<file path="src/rtl/game_scroll_ctrl_pkg.sv">
// Shared game definitions: state encodings and the playfield constants.
// The ground scroller and sprite blocks import these as well.
package game_scroll_ctrl_pkg;

    typedef enum logic [1:0] {
        ST_IDLE = 2'b00,
        ST_RUN  = 2'b01,
        ST_RUSH = 2'b10,
        ST_DEAD = 2'b11
    } game_state_e;

    localparam logic [9:0]  V_TRIG     = 10'd480;
    localparam logic [7:0]  PERIOD     = 8'd160;
    localparam logic [3:0]  SPEED_INIT = 4'd6;
    localparam logic [3:0]  SPEED_MAX  = 4'd12;
    localparam logic [13:0] SCORE_MAX  = 14'd9999;

endpackage

</file>
<file path="src/rtl/game_scroll_ctrl_frame_tick.sv">
// Frame-tick detector: compares the raster position against the trigger
// point and emits a registered one-cycle pulse on the first matching cycle.
module frame_tick #(
    parameter logic [9:0] V_TRIG = 10'd480
) (
    input  logic       clk,
    input  logic       rst_n,
    input  logic [9:0] h_cnt_i,
    input  logic [9:0] v_cnt_i,
    output logic       tick_o
);

    logic match;
    logic match_q;
    logic tick_q;

    assign match = (h_cnt_i == 10'd0) && (v_cnt_i == V_TRIG);

    // Remember the previous match so a held match yields a single pulse.
    always_ff @(posedge clk or negedge rst_n) begin
        if (!rst_n) begin
            match_q <= 1'b0;
            tick_q  <= 1'b0;
        end else begin
            match_q <= match;
            tick_q  <= match && !match_q;
        end
    end

    assign tick_o = tick_q;

endmodule

</file>
<file path="src/rtl/game_scroll_ctrl.sv">
// Game scroll controller: game state machine, per-frame ground scrolling,
// speed ramp every 256 frames and a score that advances every 8 frames.
// Handshake: start and collide are plain level inputs sampled on the clock;
// start acts as a one-cycle request, collide only counts in a new_frame cycle.
module game_scroll_ctrl #(
    parameter logic [9:0] V_TRIG     = game_scroll_ctrl_pkg::V_TRIG,
    parameter logic [7:0] PERIOD     = game_scroll_ctrl_pkg::PERIOD,
    parameter logic [3:0] SPEED_INIT = game_scroll_ctrl_pkg::SPEED_INIT,
    parameter logic [3:0] SPEED_MAX  = game_scroll_ctrl_pkg::SPEED_MAX
) (
    input  logic        clk,
    input  logic        rst_n,
    input  logic [9:0]  h_cnt,
    input  logic [9:0]  v_cnt,
    input  logic        start,
    input  logic        collide,
    output logic [1:0]  state,
    output logic        new_frame,
    output logic [3:0]  speed,
    output logic [7:0]  ground_pos,
    output logic [13:0] score
);

    import game_scroll_ctrl_pkg::*;

    game_state_e state_q, state_d;
    logic [3:0]  speed_q, speed_d;
    logic [7:0]  ground_pos_q, ground_pos_d;
    logic [13:0] score_q, score_d;
    logic [7:0]  frame_q, frame_d;
    logic [2:0]  sub_q, sub_d;
    logic [8:0]  sum9;
    logic        tick;

    frame_tick #(
        .V_TRIG (V_TRIG)
    ) u_frame_tick (
        .clk     (clk),
        .rst_n   (rst_n),
        .h_cnt_i (h_cnt),
        .v_cnt_i (v_cnt),
        .tick_o  (tick)
    );

    // Next-state and datapath updates; collide on a tick pre-empts scrolling.
    always_comb begin
        state_d      = state_q;
        speed_d      = speed_q;
        ground_pos_d = ground_pos_q;
        score_d      = score_q;
        frame_d      = frame_q;
        sub_d        = sub_q;
        sum9         = {1'b0, ground_pos_q} + {5'd0, speed_q};
        case (state_q)
            ST_IDLE: begin
                if (start) begin
                    state_d = ST_RUN;
                    speed_d = SPEED_INIT;
                    score_d = 14'd0;
                    frame_d = 8'd0;
                    sub_d   = 3'd0;
                end
            end
            ST_RUN, ST_RUSH: begin
                if (tick) begin
                    if (collide) begin
                        state_d = ST_DEAD;
                    end else begin
                        // Low 8 bits of the wrapped sum are exact modulo 256.
                        ground_pos_d = (sum9 < {1'b0, PERIOD}) ? sum9[7:0]
                                                               : sum9[7:0] - PERIOD;
                        frame_d = frame_q + 8'd1;
                        if (frame_q == 8'hFF) begin
                            speed_d = (speed_q < SPEED_MAX) ? speed_q + 4'd1 : SPEED_MAX;
                        end
                        sub_d = sub_q + 3'd1;
                        if (sub_q == 3'd7) begin
                            score_d = (score_q < SCORE_MAX) ? score_q + 14'd1 : SCORE_MAX;
                        end
                        if ((state_q == ST_RUN) && (speed_d == SPEED_MAX)) begin
                            state_d = ST_RUSH;
                        end
                    end
                end
            end
            ST_DEAD: begin
                if (start) begin
                    state_d = ST_IDLE;
                end
            end
            default: state_d = ST_IDLE;
        endcase
    end

    // Register all game state; reset is asynchronous so it acts mid-frame.
    always_ff @(posedge clk or negedge rst_n) begin
        if (!rst_n) begin
            state_q      <= ST_IDLE;
            speed_q      <= SPEED_INIT;
            ground_pos_q <= 8'd0;
            score_q      <= 14'd0;
            frame_q      <= 8'd0;
            sub_q        <= 3'd0;
        end else begin
            state_q      <= state_d;
            speed_q      <= speed_d;
            ground_pos_q <= ground_pos_d;
            score_q      <= score_d;
            frame_q      <= frame_d;
            sub_q        <= sub_d;
        end
    end

    assign state      = state_q;
    assign new_frame  = tick;
    assign speed      = speed_q;
    assign ground_pos = ground_pos_q;
    assign score      = score_q;

endmodule

</file>
<file path="config.mk">
export PLATFORM = sky130hd
export DESIGN_NAME = game_scroll_ctrl
export DESIGN_NICKNAME = d
export VERILOG_FILES = /design/src/rtl/game_scroll_ctrl_pkg.sv /design/src/rtl/game_scroll_ctrl_frame_tick.sv /design/src/rtl/game_scroll_ctrl.sv
export SDC_FILE = /design/constraint.sdc
export NUM_CORES = 1
export LEC_CHECK = 0
export CAP_MARGIN = 20
export CORE_ASPECT_RATIO = 0.5
export CORE_MARGIN = 2
export CORE_UTILIZATION = 50
export CTS_CLUSTER_SIZE = 28
export DETAILED_ROUTE_END_ITERATION = 8
export PLACE_DENSITY = 0.85
export SYNTH_ARGS = -nofsm -noshare
export SYNTH_HDL_FRONTEND = slang
export SYNTH_SLANG_ARGS = --single-unit
</file>
<file path="constraint.sdc">
create_clock -name clk -period 4.9 [get_ports clk]
set_clock_uncertainty 0.1 [all_clocks]
set_input_delay 0.735 -clock clk [delete_from_list [all_inputs] [get_ports clk]]
set_output_delay 0.735 -clock clk [all_outputs]
set_load 0.01 [all_outputs]
</file>
* After elaboration in Yosys (flattened, before gate mapping)
Cells that the tools add are included.
** Word-level totals
- Logic and storage cells :: 73
- Bits in registers :: 41
** Cells by class
- Muxes and demuxes :: 30
- Reduce and logical (&&, ||, !) cells :: 12
- Order comparisons :: 3
- Bitwise gates (word level) :: 1
- Equal/unequal tests :: 13
- Add/sub/neg operators :: 6
** Operators with widths (count)
- 14-bit 2-to-1 mux :: 5
- 4-bit 2-to-1 mux :: 8
- 8-bit 2-to-1 mux :: 4
- 14-bit case mux with 2 select lines :: 1
- 8-bit case mux with 2 select lines :: 1
- 14-bit by 1-bit adder with 14-bit output, second input constant :: 1
- 14-bit less-than comparator, second input constant :: 1
- 10-bit by 9-bit == test with 1-bit output, second input constant :: 1
- 10-bit zero test :: 1
- 2-bit 2-to-1 mux :: 5
- 8-bit by 4-bit adder with 9-bit output :: 1
- 9-bit by 8-bit less-than comparator with 1-bit output, second input constant :: 1
- 3-bit 2-to-1 mux :: 3
- 8-bit by 1-bit adder with 8-bit output, second input constant :: 1
- 8-bit == test, second input constant :: 1
- 2-bit inequality test, second input constant :: 4
- 4-bit case mux with 2 select lines :: 1
- 4-bit AND reduction :: 2
- 8-bit subtractor, second input constant :: 1
- 2-bit case mux with 3 select lines :: 1
- 3-bit case mux with 2 select lines :: 1
- 5-bit AND reduction :: 1
- 4-bit by 1-bit adder with 4-bit output, second input constant :: 1
- 2-bit == test, second input constant :: 2
- 14 further kinds :: 16

* Longest topological paths before layout
Gate-level depths: netlist of the first run.
- Word-level depth :: 12
- Gate-level depth with buffers :: 12

* Modules after synthesis
From an unflattened synthesis of the first run, not the netlist that was laid out.
** Second synthesis, totals
- Cells, all modules :: 278
- Area total of the unflattened synthesis :: 2461.1 sq um
** Modules (own cells, without submodules)
- game_scroll_ctrl :: cells each 267, area an instance 2333.5 sq um, instances 1
- frame_tick :: cells each 11, area an instance 127.6 sq um, instances 1

* Worst setup path before layout of the first run
OpenSTA, ideal clock, no wires.
- Path type :: register to register
- From :: register speed_q[0], in the netlist speed[0]
- To :: register ground_pos_q[5], in the netlist ground_pos[5]
- Stages on the path, launching flop included :: 12
- Path slack :: 2.269 ns
- Period minus slack after synthesis :: 2.631 ns
- Arrival :: 2.449 ns
- Cells stage by stage :: dfrtp_1 -> ha_1 -> fa_1 -> a21o_1 -> a21oi_1 -> or2_2 -> xor2_1 -> ha_1 -> a211oi_1 -> nand3b_1 -> xor2_1 -> o21ai_0
** Between the ends
- Longest elaborated chain between the ends :: 3
- Elaborated cells between the ends (all ways) :: 4
- Those cells by class :: add/sub: 2; order compare: 1; mux: 1
** Ends and longest elaborated chain
- from (decl) :: RTL line game_scroll_ctrl.sv:27 : logic [3:0] speed_q, speed_d;
- from (signal assigned) :: RTL line game_scroll_ctrl.sv:106 : speed_q <= speed_d;
- 8-bit by 4-bit adder with 9-bit output (*) :: RTL line game_scroll_ctrl.sv:53 : sum9 = {1'b0, ground_pos_q} + {5'd0, speed_q};
- 8-bit subtractor or 9-bit by 8-bit less-than comparator with 1-bit output (tied branches) :: RTL line game_scroll_ctrl.sv:71, game_scroll_ctrl.sv:70
- 8-bit 2-to-1 mux (*) :: RTL line game_scroll_ctrl.sv:70 : ground_pos_d = (sum9 < {1'b0, PERIOD}) ? sum9[7:0]
- to (signal assigned) :: RTL line game_scroll_ctrl.sv:107 : ground_pos_q <= ground_pos_d;
- to (decl) :: RTL line game_scroll_ctrl.sv:28 : logic [7:0] ground_pos_q, ground_pos_d;
Every way passes the cells marked *; elsewhere a longest branch is shown, timed or not.
A chain may end at the register's enable or synchronous reset.

* Final worst setup path of the first run
Same ends and word-level chain as after synthesis.

==> metrics.md, run 1 <==
| Metric | Value |
|---|---|
| Post-synth EDFFs | 0 |
| Most common cell in the netlist | nand2_1 |
| Vias in the first global route | 2251 |
| YS warnings | 0 |
| Post-cts sizing count | 0 |
| Crit path capture type | register |
| Net Count, Synth | 319 |
| FF+latch area | 1030 µm² |
| Internal power | 0.463 mW |
| Sw Ratio | 25.0% |
| Filler cell count | 384 |
| Critical Path RT | 5.01 ns |
| # hold bufs at CTS | 0 |
| Setup TNS | 0 ns |
| Worst-path fanout max | 6 |
| CTS Buf Count | 5 |
| Initial antenna violation count | 0 |
| Global-route wire length before repair | 9860 µm |
| Total GRT Usage | 21.8% |
| DR iter-0 viols | 108 |
| Via count | 2337 |
| Synth area leaders | dfrtp_1 (39%), nand2_1 (7.6%), ha_1 (6.5%) |
| Placed Area | 3080 µm² |
| Initial cell density of the core | 51.6% |
| TritonCTS clock tree | built |
| Cell Area, Synth | 2520 µm² |
| WS Path Type | reg2reg |
| Seq pwr share | 55.0% |
| Clock Path Buffers | 2 |
| Port bufs | 52 |
| H-tree depth | 2 |
| Leak Pwr | 1.36 nW |
| Final Hold Vio Count | 0 |
| Drt total wl | 5920 µm |
| Worst-margin pin slew | 0.913 ns |
| Routed Antenna Nets | 0 |
| Period Utilization, post-route | 59.5% |
| Rows | 18 |
| Part of the power in the clock network | 38.4% |
| Core Area | 4890 µm² |
| Dpl hpwl | 4310 µm |
| Share of layout cells above drive strength 1 | 7.81% |
| Final setup fails | 0 |
| Die height | 54.2 µm |
| Most used DFF post-synth | dfrtp_1 |
| Final min period | 2.92 ns |
| I/O pin total | 53 |
| Max-Cap Viols | 0 |
| Comb power frac | 6.6% |
| Startpoint Class | register |
| Pwr Density | 194 nW/µm² |
| Peak supply drop | 0.110 mV |
| Die Wd | 104 µm |
| Mapped Avg Cell Area | 8.97 µm² |
| Slew Limit Headroom | 39.2% |
| Seq/Total Area, Yosys | 40.8% |
| Syn Inst Count | 281 |
| Routability Congestion | 0.867 |
| Async SR Flop Fraction | 100% |
| Global route total overflow | 0 |
| CTS root buf | clkbuf_8 |
| Commonest cells in the netlist | nand2_1 (51), dfrtp_1 (39), o21ai_0 (30) |
| Finished Layout Cells | 403 |
| # diodes | 0 |
| Max frequency | 343 MHz |
| CTS sink count | 41 |
| Min-Delay Path Class | reg2reg |
| Post-CTS Repair Setup Buffers | 0 |
| Area of the multi-input gates | 1430 µm² |
| Fin area | 3180 µm² |
| Final slew viol count | 0 |
| First drt pass iteration count | 4 |
| Post-synth top area cell | dfrtp_1 |
| DRC errors left | 0 |
| Status | completed |
| Die area | 5660 µm² |
| Per-cell routed wire length | 14.7 µm |
| Largest net degree at the start of global routing | 42 |
| Unique cell type count in the Yosys netlist | 54 |
| RSZ-0062 raised after global routing | false |
| Drt via density | 5.80 |
| Post-synth top area share | 38.7% |
| Layout area overhead | 26.1% |
| Placed Cells | 395 |
| Final net count | 370 |
| Worst path arrival time | 3.03 ns |
| Synthesized flop and latch total | 41 |
| Clk Latency, worst-skew pair | 0.30 ns |
| Finished Core Util | 65.0% |
| Worst-path clk slew | 0.09 ns |
| Switching power | 0.154 mW |
area by class of cell:
class | instances | share of cell area [%]
clock buffers | 5 | 2.17
clock inverters | 3 | 0.787
multi-input cells | 225 | 44.9
flip-flops and latches | 41 | 32.4
well taps | 70 | 2.76
repair buffers | 52 | 16.2
inverters | 7 | 0.827
flip-flops by register name, indices dropped and copies added (netlist names):
| name | cells |
|---|---|
| speed | 4 |
| sub_q | 3 |
| u_frame_tick.tick_o | 1 |
| frame_q | 8 |
| ground_pos | 8 |
| state | 2 |
| score | 14 |
| u_frame_tick.match_q | 1 |
worst max-delay path, stage by stage (launching register included):
cell,delay (ns)
dfrtp_1,0.44
ha_1,0.27
fa_1,0.41
a21o_1,0.17
a21oi_1,0.24
or2_2,0.21
xor2_1,0.16
ha_1,0.30
a211oi_1,0.07
nand3b_1,0.18
xor2_1,0.14
o21ai_0,0.16
cell families after synthesis:
kind of cell | count (synthesis) | share of synthesized area [%]
AOI/OAI and AO/OA | 84 | 22.3
and+or+nand+nor | 115 | 22.5
adders and majority gates | 14 | 7.25
DFF | 41 | 40.8
buffers and inverters | 15 | 2.58
muxes | 4 | 1.69
xor gates and xnor gates | 8 | 2.78
per-layer routing:
metal,wire length [µm],global-route usage (%),up-vias
met2,2950,41.0,68
met5,0,0,-
met4,51,6.31,0
met1,2630,26.4,1135
met3,287,4.36,9
li1,-,-,1125
final timing paths:
kind,from,to,slack [ns],cells after the start
hold / removal,u_frame_tick.match_q$_DFF_PN0_,u_frame_tick.tick_o$_DFF_PN0_,0.31,1
setup reg to reg,speed[0]$_DFFE_PN0P_,ground_pos[5]$_DFFE_PN0P_,1.98,11
setup / recovery,speed[0]$_DFFE_PN0P_,ground_pos[5]$_DFFE_PN0P_,1.98,11
max in group asynchronous,rst_n,ground_pos[5]$_DFFE_PN0P_,3.67,1
hold reg to reg,u_frame_tick.match_q$_DFF_PN0_,u_frame_tick.tick_o$_DFF_PN0_,0.31,1
min in group asynchronous,rst_n,score[8]$_DFFE_PN0P_,0.46,1
cells in the final DEF, fill, tap and decap left out, types with 6 or more instances in the layout:
cell type	count
a21oi_1	13
a22o_1	7
a31oi_1	7
clkdlybuf4s50_1	51
dfrtp_1	39
ha_1	13
inv_1	7
nand2_1	51
nand3_1	10
nor2_1	17
o21ai_0	30
xor2_1	6
stage by stage:
| stage | hold WS [ns] | power [mW] | setup WS (ns) |
|---|---|---|---|
| final | 0.306 | 0.618 | 1.98 |
| after global routing | 0.327 | 0.633 | 1.75 |
| after CTS | 0.310 | 0.616 | 1.98 |
| after detailed placement | 0.298 | 0.388 | 1.84 |
| after global placement | 0.293 | 0.386 | 1.95 |
| after floorplan | 0.283 | 0.358 | 2.27 |
power by group through the flow:
stage                     Combinational (mW)  Sequential (mW)  Clock (mW)
after global placement                0.0397            0.346           0
after detailed placement              0.0411            0.346           0
final                                 0.0410            0.340       0.237
after floorplan                       0.0118            0.347           0
after CTS                             0.0413            0.340       0.235
after global routing                  0.0451            0.340       0.247
Power figures use the tool's default switching activity.
==> run 2, diff against run 1 <==
==> constraint.sdc (replaced) <==
create_clock -name clk -period 3 [get_ports clk]
set_clock_uncertainty 0.1 [all_clocks]
set_input_delay 0.45 -clock clk [delete_from_list [all_inputs] [get_ports clk]]
set_output_delay 0.45 -clock clk [all_outputs]
set_load 0.01 [all_outputs]
==> run 2 against run 1 <==
Effect of this change: die area unchanged; clock-buffer cell count increased by 1; largest power group unchanged; combinational power increased by 63%; total power increased by 64%; non-clock buffer count increased by 3; global-route usage increased by 0.14 points; clock power increased by 65%.
==> metrics.md, run 2 (synthesis gave the netlist of run 1 again) <==
| Metric | Value |
|---|---|
| CTS sink count | 41 (unchanged) |
| Initial antenna violation count | 0 (unchanged) |
| Max-Cap Viols | 0 (unchanged) |
| Final net count | 373 (+0.81%) |
| Die Wd | 104 µm (unchanged) |
| Drt total wl | 6040 µm (+2.0%) |
| Final min period | 2.76 ns (-0.162 ns) |
| Most frequent cells in the layout | nand2_1 (51), clkdlybuf4s50_1 (51), dfrtp_1 (39), o21ai_0 (30), nor2_1 (17) |
| Global-route wire length before repair | 9990 µm (+1.3%) |
| Die height | 54.2 µm (unchanged) |
| CTS Buf Count | 5 (unchanged) |
| Min-Delay Path Class | in2async |
| Worst-path fanout max | 6 (unchanged) |
| Port bufs | 52 (unchanged) |
| RSZ-0062 raised after global routing | false |
| Per-cell routed wire length | 14.9 µm (+1.2%) |
| Via count | 2301 (-1.5%) |
| Reg2Reg Setup Slack | 0.24 ns (-1.74 ns) |
| Critical path cell sequence | ha_1, fa_1, a21o_1, a21oi_2, or2_2, xor2_1, ha_2, a211oi_1, nand3b_1, xor2_1, o21ai_0 |
| Setup TNS | 0 ns (unchanged) |
| Vias in the first global route | 2142 (-4.8%) |
| Final Hold Vio Count | 0 (unchanged) |
| Slew Limit Headroom | 37.6% (-1.6 points) |
| Die area | 5660 µm² (unchanged) |
| Final slew viol count | 0 (unchanged) |
| Worst path arrival time | 2.88 ns (-0.15 ns) |
| DR iter-0 viols | 130 (+20%) |
| Max frequency | 363 MHz (+5.9%) |
| Max reg flops | 14 (unchanged) |
| Period Utilization, post-route | 91.9% (+32 points) |
| CP Buf/Inv Count | 0 (unchanged) |
| CP max stage cell | dfrtp_1 |
| Final setup fails | 0 (unchanged) |
| Place WS | 0.120 ns (-1.72 ns) |
| Share of layout cells above drive strength 1 | 9.23% (+1.4 points) |
| Crit path capture type | register |
| # hold bufs at CTS | 0 (unchanged) |
| DRC errors left | 0 (unchanged) |
| Startpoint Class | register |
| Core Area | 4890 µm² (unchanged) |
| Pwr Density | 316 nW/µm² (+62%) |
| First drt pass iteration count | 5 (+1) |
| H-tree depth | 2 (unchanged) |
| Global route total overflow | 0 (unchanged) |
| Clock Path Buffers | 2 (unchanged) |
| Tot Pwr | 1.01 mW (+64%) |
| I/O pin total | 53 (unchanged) |
| Clk Latency, worst-skew pair | 0.29 ns (about the same) |
| Layout area overhead | 27.4% |
| CTS root buf | clkbuf_8 |
| Status | completed |
| Drt via density | 5.67 (-2.3%) |
| Critical Path RT | 3.12 ns (-1.89 ns) |
| M2 GR Usage | 39.7% (-1.3 points) |
| Initial cell density of the core | 51.6% (unchanged) |
| Largest net degree at the start of global routing | 42 (unchanged) |
| Worst-path clk slew | 0.09 ns (about the same) |
| Finished Core Util | 65.7% (+0.64 points) |
| # diodes | 0 (unchanged) |
| Dpl hpwl | 4390 µm (+2.0%) |
| Worst path top cell family by delay | adder cells |
| GRT met3 Usage | 5.08% (+0.73 points) |
| Routed Antenna Nets | 0 (unchanged) |
| WS Path Type | reg2reg |
| Peak supply drop | 0.193 mV (+75%) |
| GR Layer Usage met1 | 27.4% (+0.94 points) |
| Max incr delay on CP | 0.44 ns (about the same) |
| Leak Pwr | 1.38 nW (+1.4%) |
| Most used cell, CP | xor2_1 |
| Total GRT Usage | 22.0% (+0.14 points) |
| Global route hottest layer | met2 |
| Routability Congestion | 0.826 (-4.7%) |
| Worst setup margin | 0.244 ns (-1.74 ns) |
| TritonCTS clock tree | built |
| WP depth | 11 (unchanged) |
| Rows | 18 (unchanged) |
| R2R depth | 11 (unchanged) |
| Worst-margin pin slew | 0.937 ns (+0.0239 ns) |
==> run 2: worst paths after layout <==
kind                                                start                            end
min reg2reg                u_frame_tick.match_q$_DFF_PN0_  u_frame_tick.tick_o$_DFF_PN0_
max reg2reg                          speed[0]$_DFFE_PN0P_      ground_pos[5]$_DFFE_PN0P_
min in group clk           u_frame_tick.match_q$_DFF_PN0_  u_frame_tick.tick_o$_DFF_PN0_
max in group asynchronous                           rst_n         frame_q[7]$_DFFE_PN0P_
min                                                 rst_n           sub_q[0]$_DFFE_PN0P_
max                                  speed[0]$_DFFE_PN0P_      ground_pos[5]$_DFFE_PN0P_
==> run 2: repair_timing <==
| item | 4_1_cts | 5_1_grt |
|---|---|---|
| setup endpoints to repair | 0 | 1 |
| setup buffers | 0 | 0 |
| gates resized for setup | 0 | 2 |
==> run 2: metal layers <==
layer  vias up  wire length [µm]
met5         -                 0
met4         0                49
met3         6               256
met2        61              2960
met1      1108              2770
li1       1126                 -
==> run 2: power breakdown <==
part | leakage [nW] | internal, mW | switching [mW]
registers | 0.556 | 0.553 | 0.00148
logic | 0.776 | 0.0354 | 0.0314
clock network | 0.0512 | 0.187 | 0.204
total | 1.38 | 0.776 | 0.237
==> run 2: metrics by stage <==
stage / hold slack (ns) / instances / area [µm²]
floorplan: 0.0544 / 281 / 2520
global placement: 0.299 / 398 / 3110
detailed placement: 0.299 / 398 / 3110
CTS: 0.220 / 406 / 3200
global route: 0.266 / 406 / 3210
finish: 0.189 / 406 / 3210
==> run 2: area by class of cell <==
cell class	instances	area, µm²
clock inverter	2	13.8
fill	393	1680
inverter	7	26.3
multi-input combinational	225	1430
sequential	41	1030
tap	70	87.6
clock buffer	6	82.6
timing repair buffer	55	538
==> run 3, diff against run 2 <==
--- a/config.mk
+++ b/config.mk
@@ -12,6 +12,8 @@
 export CTS_CLUSTER_SIZE = 28
 export DETAILED_ROUTE_END_ITERATION = 8
 export PLACE_DENSITY = 0.85
+export SETUP_SLACK_MARGIN = 0.3
 export SYNTH_ARGS = -nofsm -noshare
 export SYNTH_HDL_FRONTEND = slang
 export SYNTH_SLANG_ARGS = --single-unit
+export TNS_END_PERCENT = 10
==> run 3 against run 2 <==
Effect of this change: clock power hardly changed; highest routed layer unchanged; largest cell class unchanged; worst hold slack barely moved; critical path depth unchanged; die area unchanged; sequential power is essentially flat; register-to-register slack better by 0.14 ns.
==> metrics.md, run 3 (synthesis gave the netlist of run 1 again) <==
| Metric | Value |
|---|---|
| Worst-margin pin slew | 0.933 ns (-0.00389 ns) |
| # hold bufs at CTS | 0 (unchanged) |
| Filler cell count | 384 (-2.3%) |
| Final min period | 2.62 ns (-0.138 ns) |
| Worst-path clk slew | 0.09 ns (about the same) |
| Final slew viol count | 0 (unchanged) |
| Internal power | 0.776 mW (about the same) |
| Comb power frac | 6.6% (about the same) |
| Final net count | 375 (+0.54%) |
| Met1 WL | 2820 µm (+2.0%) |
| Worst path arrival time | 2.74 ns (-0.14 ns) |
| Drt via density | 5.70 (+0.59%) |
| Switching power | 0.240 mW (+1.3%) |
| CP max stage cell | dfrtp_1 |
| Max reg flops | 14 (unchanged) |
| Global route total overflow | 0 (unchanged) |
| Max incr delay on CP | 0.39 ns (-0.05 ns) |
| Max-Cap Viols | 0 (unchanged) |
| Layout area overhead | 29.2% |
| WS Path Type | reg2reg |
| CTS root buf | clkbuf_8 |
| Most frequent cells in the layout | nand2_1 (51), clkdlybuf4s50_1 (51), dfrtp_1 (39), o21ai_0 (30), nor2_1 (17) |
| Worst-path fanout max | 5 (-1) |
| Via count | 2326 (+1.1%) |
| Routed Antenna Nets | 0 (unchanged) |
| Uppermost layer routed | met4 |
| Max frequency | 382 MHz (+5.3%) |
| First drt pass iteration count | 4 (-1) |
| Critical path cell sequence | ha_1, fa_2, a21o_1, a21oi_2, or2_2, xor2_2, ha_4, a211oi_1, nand3b_1, xor2_1, o21ai_0 |
| Leak Pwr | 1.40 nW (+1.0%) |
| Slew Limit Headroom | 37.8% (+0.26 points) |
| Peak supply drop | 0.194 mV (+0.29%) |
| H-tree depth | 2 (unchanged) |
| I/O pin total | 53 (unchanged) |
| CTS sink count | 41 (unchanged) |
| Sw Ratio | 23.6% (+0.22 points) |
| DR iter-0 viols | 123 (-5.4%) |
| Reg2Reg Setup Slack | 0.38 ns (+0.14 ns) |
| Clock Path Buffers | 2 (unchanged) |
| DR WL met2 | 3050 µm (+2.8%) |
| DRC errors left | 0 (unchanged) |
| Area of the multi-input gates | 1470 µm² (+2.3%) |
| FF+latch area | 1030 µm² (unchanged) |
| Core Area | 4890 µm² (unchanged) |
| Finished Layout Cells | 408 (+0.49%) |
| Final setup fails | 0 (unchanged) |
| Setup TNS | 0 ns (unchanged) |
| Startpoint Class | register |
| CTS Buf Count | 5 (unchanged) |
| Die height | 54.2 µm (unchanged) |
| Port bufs | 52 (unchanged) |
| Vias in the first global route | 2162 (+0.93%) |
| Global-route wire length before repair | 10000 µm (+0.41%) |
| Status | completed |
| WL met3 | 269 µm (+5.1%) |
| Crit path capture type | register |
| Total GRT Usage | 22.0% (+0.082 points) |
| Initial antenna violation count | 0 (unchanged) |
| Rows | 18 (unchanged) |
| Min-Delay Path Class | in2async |
| CP Buf/Inv Count | 0 (unchanged) |
| Final Hold Vio Count | 0 (unchanged) |
| Clk Latency, worst-skew pair | 0.30 ns (about the same) |
| RSZ-0062 raised after global routing | true |
| Share of layout cells above drive strength 1 | 10.7% (+1.4 points) |
| Placed Cells | 398 (unchanged) |
| Pwr Density | 312 nW/µm² (-1.2%) |
| Per-cell routed wire length | 15.2 µm (+2.2%) |
| # diodes | 0 (unchanged) |
| Dpl hpwl | 4390 µm (unchanged) |
| Largest net degree at the start of global routing | 42 (unchanged) |
| Part of the power in the clock network | 38.8% (+0.2 points) |
| TritonCTS clock tree | built |
| Critical Path RT | 3.12 ns (about the same) |
| Initial cell density of the core | 51.6% (unchanged) |
| Drt total wl | 6200 µm (+2.7%) |
| Die Wd | 104 µm (unchanged) |
| Period Utilization, post-route | 87.3% (-4.6 points) |
| Die area | 5660 µm² (unchanged) |
| Seq pwr share | 54.6% (-0.2 points) |
| Routability Congestion | 0.826 (unchanged) |
| Worst path top cell family by delay | adder cells |
## run 3: cell types whose count changed in the layout (fill, tap and decap cells not counted)
cell / previous run / this run
nor2_4: 0 / 1
xor2_1: 6 / 4
ha_4: 0 / 1
buf_4: 3 / 5
ha_2: 1 / 0
fa_1: 1 / 0
fa_2: 0 / 1
xor2_2: 0 / 2
nor2_2: 1 / 0
## run 3: what timing repair did
action,CTS,global route
pin swaps,0,0
gates resized for setup,2,5
buffers inserted,2,0
setup endpoints to repair,3,10
cloned,0,0
## run 3: cell type report
| class | count | share of cell area (%) |
|---|---|---|
| inverter | 7 | 0.807 |
| sequential | 41 | 31.6 |
| clock inverter | 2 | 0.423 |
| tap | 70 | 2.69 |
| multi-input combinational | 225 | 45.0 |
| timing repair buffer | 57 | 17.0 |
| clock buffer | 6 | 2.54 |
## run 3: path summary, 6_finish.rpt
kind | endpoint | startpoint | depth (start not counted)
worst max-delay path | ground_pos[5]$_DFFE_PN0P_ | speed[0]$_DFFE_PN0P_ | 11
worst min-delay path | u_frame_tick.tick_o$_DFF_PN0_ | rst_n | 1
worst max register to register | ground_pos[5]$_DFFE_PN0P_ | speed[0]$_DFFE_PN0P_ | 11
worst min register to register | u_frame_tick.tick_o$_DFF_PN0_ | u_frame_tick.match_q$_DFF_PN0_ | 1
max in group asynchronous | frame_q[7]$_DFFE_PN0P_ | rst_n | 1
min in group clk | u_frame_tick.tick_o$_DFF_PN0_ | u_frame_tick.match_q$_DFF_PN0_ | 1
## run 3: layer usage
| layer | vias to the layer above | GRT usage [%] |
|---|---|---|
| met5 | - | 0 |
| met4 | 0 | 5.86 |
| met3 | 8 | 5.08 |
| met2 | 60 | 40.1 |
| met1 | 1129 | 27.3 |
| li1 | 1129 | - |
## run 3: power by group through the flow
stage,sequential [mW],clock [mW],combinational (mW)
CTS,0.555,0.393,0.0670
floorplan,0.566,0,0.0193
global placement,0.566,0,0.0649
detailed placement,0.566,0,0.0669
global route,0.555,0.416,0.0736
finish,0.555,0.394,0.0668
## run 3: per-stage QoR
stage / worst slack, ns / utilization (%) / cell area (µm²) / total power, mW / hold WS [ns]
after detailed placement: 0.120 / 63.6 / 3110 / 0.633 / 0.299
after global routing: 0.199 / 66.6 / 3260 / 1.04 / 0.266
after CTS: 0.312 / 66.0 / 3220 / 1.01 / 0.220
after floorplan: 0.369 / - / 2520 / 0.586 / 0.0544
final: 0.382 / 66.6 / 3260 / 1.02 / 0.189
after global placement: 0.316 / 63.6 / 3110 / 0.631 / 0.299
